### src/rtl/sky130_fd_io__pwrgood_pkg.sv
// Shared types and constants for the power-good sequencer.
package sky130_fd_io__pwrgood_pkg;

    // Sequencer counter width and glitch-counter width/saturation value.
    localparam int CNT_W = 16;
    localparam int GC_W  = 8;
    localparam logic [GC_W-1:0] GC_MAX = 8'd255;

    // Sequencer states; encodings 5-7 are illegal and fall back to OFF.
    typedef enum logic [2:0] {
        ST_OFF  = 3'd0,
        ST_DEB  = 3'd1,
        ST_HVUP = 3'd2,
        ST_GOOD = 3'd3,
        ST_DOWN = 3'd4
    } state_t;

    // Next glitch count: a clear wins over history, but an abort on the
    // same edge still counts once; otherwise saturating increment.
    function automatic logic [GC_W-1:0] gc_next(input logic [GC_W-1:0] cur,
                                                input logic            inc,
                                                input logic            clr);
        if (clr)
            return inc ? GC_W'(1) : '0;
        if (inc && (cur != GC_MAX))
            return cur + 1'b1;
        return cur;
    endfunction

endpackage

### src/rtl/sky130_fd_io__sync2.sv
// Two-flop synchronizer for a single asynchronous level.
module sky130_fd_io__sync2 (
    input  logic i_clk,
    input  logic i_rst,
    input  logic i_d,
    output logic o_q
);

    logic r_meta;
    logic r_sync;

    // Shift the raw level through two flops; both clear on reset.
    always_ff @(posedge i_clk or posedge i_rst) begin
        if (i_rst) begin
            r_meta <= 1'b0;
            r_sync <= 1'b0;
        end else begin
            r_meta <= i_d;
            r_sync <= r_meta;
        end
    end

    assign o_q = r_sync;

endmodule

### src/rtl/sky130_fd_io__pwrgood_seq.sv
// Power-good sequencer: debounces the pad supply-valid level, then brings
// up the HV domain before the LV domain, and tears them down in reverse.
module sky130_fd_io__pwrgood_seq
    import sky130_fd_io__pwrgood_pkg::*;
#(
    parameter int unsigned DEB_CYCLES = 16,
    parameter int unsigned SEQ_CYCLES = 8
) (
    input  logic            CLK,
    input  logic            RST,
    input  logic            VALID_RAW,
    input  logic            CLR_GLITCH,
    output logic            EN_HV,
    output logic            EN_LV,
    output logic            PWRGOOD,
    output logic [GC_W-1:0] GLITCH_CNT,
    output logic [2:0]      STATE
);

    localparam logic [CNT_W-1:0] LP_DEB = CNT_W'(DEB_CYCLES);
    localparam logic [CNT_W-1:0] LP_SEQ = CNT_W'(SEQ_CYCLES);

    logic             w_vs;
    logic             w_abort;
    logic [CNT_W-1:0] w_cnt_inc;

    state_t           r_state;
    logic [CNT_W-1:0] r_cnt;
    logic             r_en_hv;
    logic             r_en_lv;
    logic             r_pg;
    logic [GC_W-1:0]  r_gc;

    // VALID_RAW is only ever seen through this synchronizer.
    sky130_fd_io__sync2 u_sync (
        .i_clk (CLK),
        .i_rst (RST),
        .i_d   (VALID_RAW),
        .o_q   (w_vs)
    );

    // Counter stays below its terminal value in every state, so +1 never wraps.
    assign w_cnt_inc = r_cnt + 1'b1;

    // An abort is losing valid before the LV domain was ever enabled.
    assign w_abort = ((r_state == ST_DEB) || (r_state == ST_HVUP)) && !w_vs;

    // Sequencer FSM with registered enables.
    always_ff @(posedge CLK or posedge RST) begin
        if (RST) begin
            r_state <= ST_OFF;
            r_cnt   <= '0;
            r_en_hv <= 1'b0;
            r_en_lv <= 1'b0;
            r_pg    <= 1'b0;
        end else begin
            case (r_state)
                ST_OFF: begin
                    r_en_hv <= 1'b0;
                    r_en_lv <= 1'b0;
                    r_pg    <= 1'b0;
                    if (w_vs) begin
                        r_state <= ST_DEB;
                        r_cnt   <= CNT_W'(1);
                    end else begin
                        r_cnt   <= '0;
                    end
                end
                ST_DEB: begin
                    // r_cnt holds the number of valid edges already seen.
                    if (!w_vs) begin
                        r_state <= ST_OFF;
                        r_cnt   <= '0;
                        r_en_hv <= 1'b0;
                    end else if (r_cnt >= LP_DEB) begin
                        r_state <= ST_HVUP;
                        r_cnt   <= '0;
                        r_en_hv <= 1'b1;
                    end else begin
                        r_cnt   <= w_cnt_inc;
                    end
                end
                ST_HVUP: begin
                    if (!w_vs) begin
                        r_state <= ST_OFF;
                        r_cnt   <= '0;
                        r_en_hv <= 1'b0;
                    end else if (w_cnt_inc == LP_SEQ) begin
                        r_state <= ST_GOOD;
                        r_cnt   <= '0;
                        r_en_lv <= 1'b1;
                        r_pg    <= 1'b1;
                    end else begin
                        r_cnt   <= w_cnt_inc;
                    end
                end
                ST_GOOD: begin
                    r_en_hv <= 1'b1;
                    if (!w_vs) begin
                        r_state <= ST_DOWN;
                        r_cnt   <= '0;
                        r_en_lv <= 1'b0;
                        r_pg    <= 1'b0;
                    end
                end
                ST_DOWN: begin
                    // Power-down always runs to completion; V_S is ignored.
                    r_en_lv <= 1'b0;
                    r_pg    <= 1'b0;
                    if (w_cnt_inc == LP_SEQ) begin
                        r_state <= ST_OFF;
                        r_cnt   <= '0;
                        r_en_hv <= 1'b0;
                    end else begin
                        r_cnt   <= w_cnt_inc;
                    end
                end
                default: begin
                    r_state <= ST_OFF;
                    r_cnt   <= '0;
                    r_en_hv <= 1'b0;
                    r_en_lv <= 1'b0;
                    r_pg    <= 1'b0;
                end
            endcase
        end
    end

    // Saturating count of aborted power-ups, with synchronous clear.
    always_ff @(posedge CLK or posedge RST) begin
        if (RST)
            r_gc <= '0;
        else
            r_gc <= gc_next(r_gc, w_abort, CLR_GLITCH);
    end

    assign EN_HV      = r_en_hv;
    assign EN_LV      = r_en_lv;
    assign PWRGOOD    = r_pg;
    assign GLITCH_CNT = r_gc;
    assign STATE      = r_state;

endmodule
### config.mk
export PLATFORM = sky130hd
export DESIGN_NAME = sky130_fd_io__pwrgood_seq
export DESIGN_NICKNAME = d
export VERILOG_FILES = /design/src/rtl/sky130_fd_io__pwrgood_pkg.sv /design/src/rtl/sky130_fd_io__sync2.sv /design/src/rtl/sky130_fd_io__pwrgood_seq.sv
export SDC_FILE = /design/constraint.sdc
export NUM_CORES = 1
export LEC_CHECK = 0
export BUFFER_PORTS_ARGS = -buffer_cell sky130_fd_sc_hd__buf_2
export CAP_MARGIN = 20
export CORE_MARGIN = 8
export CORE_UTILIZATION = 40
export DETAILED_ROUTE_END_ITERATION = 16
export PLACE_DENSITY = 0.65
export SYNTH_ARGS = -nofsm -noshare
export SYNTH_HDL_FRONTEND = slang
export SYNTH_SLANG_ARGS = --single-unit
### constraint.sdc
create_clock -name CLK -period 2.9 [get_ports CLK]
set_input_delay 0.58 -clock CLK [delete_from_list [all_inputs] [get_ports CLK]]
set_output_delay 0.58 -clock CLK [all_outputs]
set_load 0.1 [all_outputs]
======== Word-level counts from Yosys, hierarchy flattened ========
Cells that the tools add are included.
cells by class
  add/sub/neg operators ................... 2
  equal/unequal tests ..................... 14
  mux-type cells .......................... 31
  bitwise operators ....................... 1
  reduce and logical (&&, ||, !) cells .... 9
  $lt $le $gt $ge ......................... 1
operator list
  cell                     number
  $mux W16                 5
  $pmux W16 S5             1
  $mux W8                  4
  $mux W3                  7
  $add A16 B1 Y16 const B  1
  $eq A16 B4 Y1 const B    1
  $ge A16 B5 Y1 const B    1
  $pmux W3 S5              1
  $mux W1                  11
  $add A8 B1 Y8 const B    1
  $ne A8 B8 Y1 const B     1
  $eq A3 B2 Y1 const B     2
  $ne A2 B1 Y1 const B     3
  $ne A2 B2 Y1 const B     3
  $ne A3 B3 Y1 const B     2
  $reduce_and A5 Y1        1
  $pmux W1 S4              1
  $reduce_and A4 Y1        1
  $eq A3 B1 Y1 const B     1
  $eq A3 B3 Y1 const B     1
  $logic_not A3 Y1         1
  $pmux W1 S3              1
  $reduce_and A3 Y1        1
  $logic_and A1 B1 Y1      2
  other kinds (4)          4
word-level totals
  logic and storage cells ................. 65
  input port bits ......................... 4
  output and inout port bits .............. 14
  bits in registers ....................... 31

======== Depth between registers and ports, before layout ========
  word-level depth ........................ 8
  gate-level depth with buffers ........... 9
  gate-level depth less buffers ........... 8

======== Hierarchy ========
Synthesis repeated with hierarchy kept, for this count alone.
unflattened totals
  cell total of the unflattened synthesis .. 233
  area, all modules ....................... 1,951.9 µm²
by module, submodules not included
  module                     cells each  times used  area each (µm²)  sequential area each (µm²)
  sky130_fd_io__pwrgood_seq  230         1           1,898.1          725.7
  sky130_fd_io__sync2        3           1           53.8             50.0

======== Worst setup path after synthesis ========
Ideal clock, no wire load.
  path type ............................... register -> register
  from .................................... reg r_state[1], in the netlist STATE[1]
  to ...................................... reg r_cnt[3]
  path slack .............................. 0.388 ns
  arrival ................................. 2.388 ns
  stages on the path, launching flop included .. 10
  buffers on the path ..................... 2
  period minus slack after synthesis ...... 2.512 ns
  cells stage by stage .................... dfrtp_1 > clkbuf_1 > nand2b_1 > nor4_1 > nand4_1 > nand4_1 > o21ai_4 > buf_6 > nor2_2 > a211o_1
on the way
  cells in the longest elaborated chain, start to end .. 2
ends and longest elaborated chain
  item                                          RTL line                          RTL
  start, declared                               sky130_fd_io__pwrgood_seq.sv:27   state_t r_state;
  start signal, assigned                        sky130_fd_io__pwrgood_seq.sv:51   r_state <= ST_OFF;
  start signal, assigned                        sky130_fd_io__pwrgood_seq.sv:63   r_state <= ST_DEB;
  start signal, assigned                        sky130_fd_io__pwrgood_seq.sv:72   r_state <= ST_OFF;
  $eq A3 B3 Y1, or another cell as far along    sky130_fd_io__pwrgood_seq.sv:57   case (r_state)
  $pmux W16 S5 or $ne A2 B2 Y1 (tied branches)  --
  end signal, assigned                          sky130_fd_io__pwrgood_seq.sv:80   r_cnt <= w_cnt_inc;
  end signal, assigned                          sky130_fd_io__pwrgood_seq.sv:94   r_cnt <= w_cnt_inc;
  end signal, assigned                          sky130_fd_io__pwrgood_seq.sv:115  r_cnt <= w_cnt_inc;
  end, declared                                 sky130_fd_io__pwrgood_seq.sv:28   logic [CNT_W-1:0] r_cnt;
Several ways; a longest one is shown, not always the timed one.
A chain may end at the register's enable or synchronous reset.

======== Final worst setup path ========
  from .................................... reg r_cnt[0]
  to ...................................... reg r_cnt[5]
on the way
  cells in the longest elaborated chain, start to end .. 5
ends and longest elaborated chain
  item              RTL line                                                           RTL
  $add A16 B1 Y16   sky130_fd_io__pwrgood_seq.sv:43                                    assign w_cnt_inc = r_cnt + 1'b1;
  $eq A16 B4 Y1     sky130_fd_io__pwrgood_seq.sv:88, sky130_fd_io__pwrgood_seq.sv:110
  $mux W16          sky130_fd_io__pwrgood_seq.sv:88, sky130_fd_io__pwrgood_seq.sv:110
  $mux W16          sky130_fd_io__pwrgood_seq.sv:84                                    if (!w_vs) begin
  $pmux W16 S5 (*)  sky130_fd_io__pwrgood_seq.sv:57
Every way passes the cells marked *; elsewhere a longest branch is shown, timed or not.

==> flow_summary.ini <==
[drt]
drt-pass1-iter-count = 4
wl_per_cell_um = 14.7
drc = 0
ant_nets = 0
via_per_inst = 5.60
dr_total_vias = 1635
drt_iter0_drc = 92
drt-total-wl_um = 4290

[timing]
fin_crit_sh_pct = 87.2
rsz0062_at_grt = no
period_minus_slack_ps = 2530
worst_clock_skew_ps = 2.55
slew_viol_final = 0
setup_tns_ps = 0
max_slew_margin_pct = 61.1
tightest_slew_ps = 578
hold_violations = 0
setup_viol = 0
fmax_mhz = 395

[yosys]
ys_types = 52
synth_top_family_by_area = simple AND/OR/NAND/NOR gates
synth_area_leaders = dfrtp_1 40%, nor2_1 5.1%, nand3_1 4.9%
synth_cells = 223
synth_edf_count = 0
synth_simple_gate_area_share_pct = 29.8
yosysTopAreaCell = dfrtp_1
yosys_register_bits = 31
syn_avg_cell_area_um2 = 8.65
postSynth.asyncResetShare_pct = 100
yosysWarnings = 0
synth_top_area_share_pct = 40.2
synthAdderAreaFrac_pct = 1.95
synth_compound_area_share_pct = 16.0
synth_mux_area_share_pct = 1.04
yosysSeqAreaShare_pct = 40.2
syn_area_um2 = 1930
yosys.area_share.xor_xnor_pct = 3.63
synth_top_flop_cell = dfrtp_1
synth_nets = 230

[critical_path]
required_ps = 3070
rr_endpoint = r_cnt[5]
r2r-start = r_cnt[0]
critPathLaunch = r_cnt[0]
ff2ff_path_depth = 9
crit_path_end_kind = register
crit_path_end = r_cnt[5]
crit_fanout = 9
critical_path_class = register to register
critical_path_arrival_ps = 2700
r2r_slack_ps = 370
worst_setup_path_start_kind = register

[grt]
grt_max_degree = 32
grt_pass1_wl_um = 7750
grt_antenna_before_repair = 0
overflow = 0
grt_use_total_pct = 13.0
grt_pass1_vias = 1615

[place]
gp_congestion = 0.902
numPortBuffers = 17
dpl_cell_area_um2 = 1980
dp_hpwl_um = 3060

[pwr]
power_w = 0.00158
p_per_area_nw_per_um2 = 752
ir_worst_vdd_mv = 0.753
p_leak_nw = 0.939

[floorplan]
num_rows = 25
start_util_pct = 41.1
coreArea_um2 = 4690
die_y_um = 85.5
io_pins = 18
die-area_um2 = 7300
die_w_um = 85.5

[status]
status = finished, final reports clean

[clocking]
numCtsBuffers = 5
clock_path_buffers = 2
h-tree-depth = 2
cts-root-buf = clkbuf_8
clk_latency_ps = 280
hold_buffers = 0
cts_tree = done
clk_pin_slew_worst_paths_ps = 70
clkSinkCount = 31

[finish]
final_area_um2 = 2100
drive_above_1_share_pct = 17.2
antenna_cells = 0
final_net_count = 245
utilization_pct = 44.9
area_delta_synth_final_pct = 9.08

[job]
cap_violations = 0

[worst_hold_path]
hold_class = register to register
-- through the flow --
step                hold WS [ps]  setup slack, ps  instances
floorplan                    331              388        223
global placement             337              434        281
detailed placement           335              256        281
CTS                          350              237        288
global route                 356             79.9        292
finish                       348              370        292
-- synth_stat cells (4+ instances only) --
| cell | number |
|---|---|
| dfrtp_1 | 31 |
| nor4_1 | 5 |
| nand4_1 | 7 |
| nor3_1 | 6 |
| inv_1 | 7 |
| and3_1 | 4 |
| o31ai_1 | 8 |
| nor2_1 | 26 |
| clkbuf_1 | 4 |
| clkbuf_2 | 4 |
| o21ai_0 | 13 |
| xnor2_1 | 4 |
| xor2_1 | 4 |
| a21oi_1 | 10 |
| nand2_1 | 24 |
| nand3_1 | 19 |
-- cells in the final DEF, fill, tap and decap left out, drive strengths merged, types with 2 or more instances in the layout --
cell,count
dfrtp,31
nor2,27
nand2,24
buf,23
nand3,19
o21ai,14
a21oi,10
o31ai,8
nand4,8
inv,7
nor3,6
clkbuf,6
nor4,5
and3,4
xor2,4
xnor2,4
or3,4
nand2b,3
ha,3
and2,3
nor2b,2
mux2i,2
a21o,2
o22ai,2
-- worst max-delay path, stage by stage (launching register included) --
cell     delay, ps
dfrtp_1        490
ha_1           350
nand2_1        130
nor3_1         380
xnor2_1        190
nand4_1        190
o21ai_4        310
buf_4          200
or3_1          100
nand3_1         70
-- registers in the layout, summed over array words and instances (netlist names) --
signal	cells
u_sync.o_q	1
r_cnt	16
u_sync.r_meta	1
EN_HV	1
GLITCH_CNT	8
STATE	3
PWRGOOD	1
-- worst min path at each step --
stage	from	endpoint	slack, ps	cells past startpoint
after CTS	u_sync.r_meta	u_sync.o_q	350	0
after floorplan	u_sync.r_meta	u_sync.o_q	330	0
after global routing	u_sync.r_meta	u_sync.o_q	360	0
after global placement	u_sync.r_meta	u_sync.o_q	340	0
final	u_sync.r_meta	u_sync.o_q	350	0
after detailed placement	u_sync.r_meta	u_sync.o_q	330	0
-- cell families (layout without fill, tap and decap cells) --
group                      count (synthesis)  after routing
AOI/OAI and AO/OA                         46             46
DFF                                       31             31
and+or+nand+nor                          111            111
xor gates and xnor gates                   8              8
adders and majority gates                  3              3
buffers and inverters                     22             37
muxes                                      2              2
-- per-layer routing --
layer  part of all wire [%]  GRT usage, %  up-vias
met5                      0             0        -
met4                    1.5          5.25        0
met3                    2.5          3.38        6
met2                     47          20.2       21
met1                     49          16.7      784
li1                       -             -      824
-- area by class of cell --
class | instances | area [µm²]
Fill cell | 468 | 2590
Multi-Input combinational cell | 170 | 1020
Sequential cell | 31 | 776
Timing Repair Buffer | 23 | 130
Clock buffer | 6 | 82.6
Tap cell | 54 | 67.6
Inverter | 7 | 26.3
Clock inverter | 1 | 5.00
-- power by group --
part	switching (W)	total, W	internal (W)
registers	0.0000966	0.000577	0.000480
clock network	0.000164	0.000350	0.000186
logic	0.000481	0.000655	0.000174
total	0.000742	0.00158	0.000840
-- what timing repair did --
item                       CTS  global route
buffers inserted             0             4
setup endpoints to repair    0             1
gates resized for setup      0             1
No activity file was read; power rests on OpenSTA's default activity.
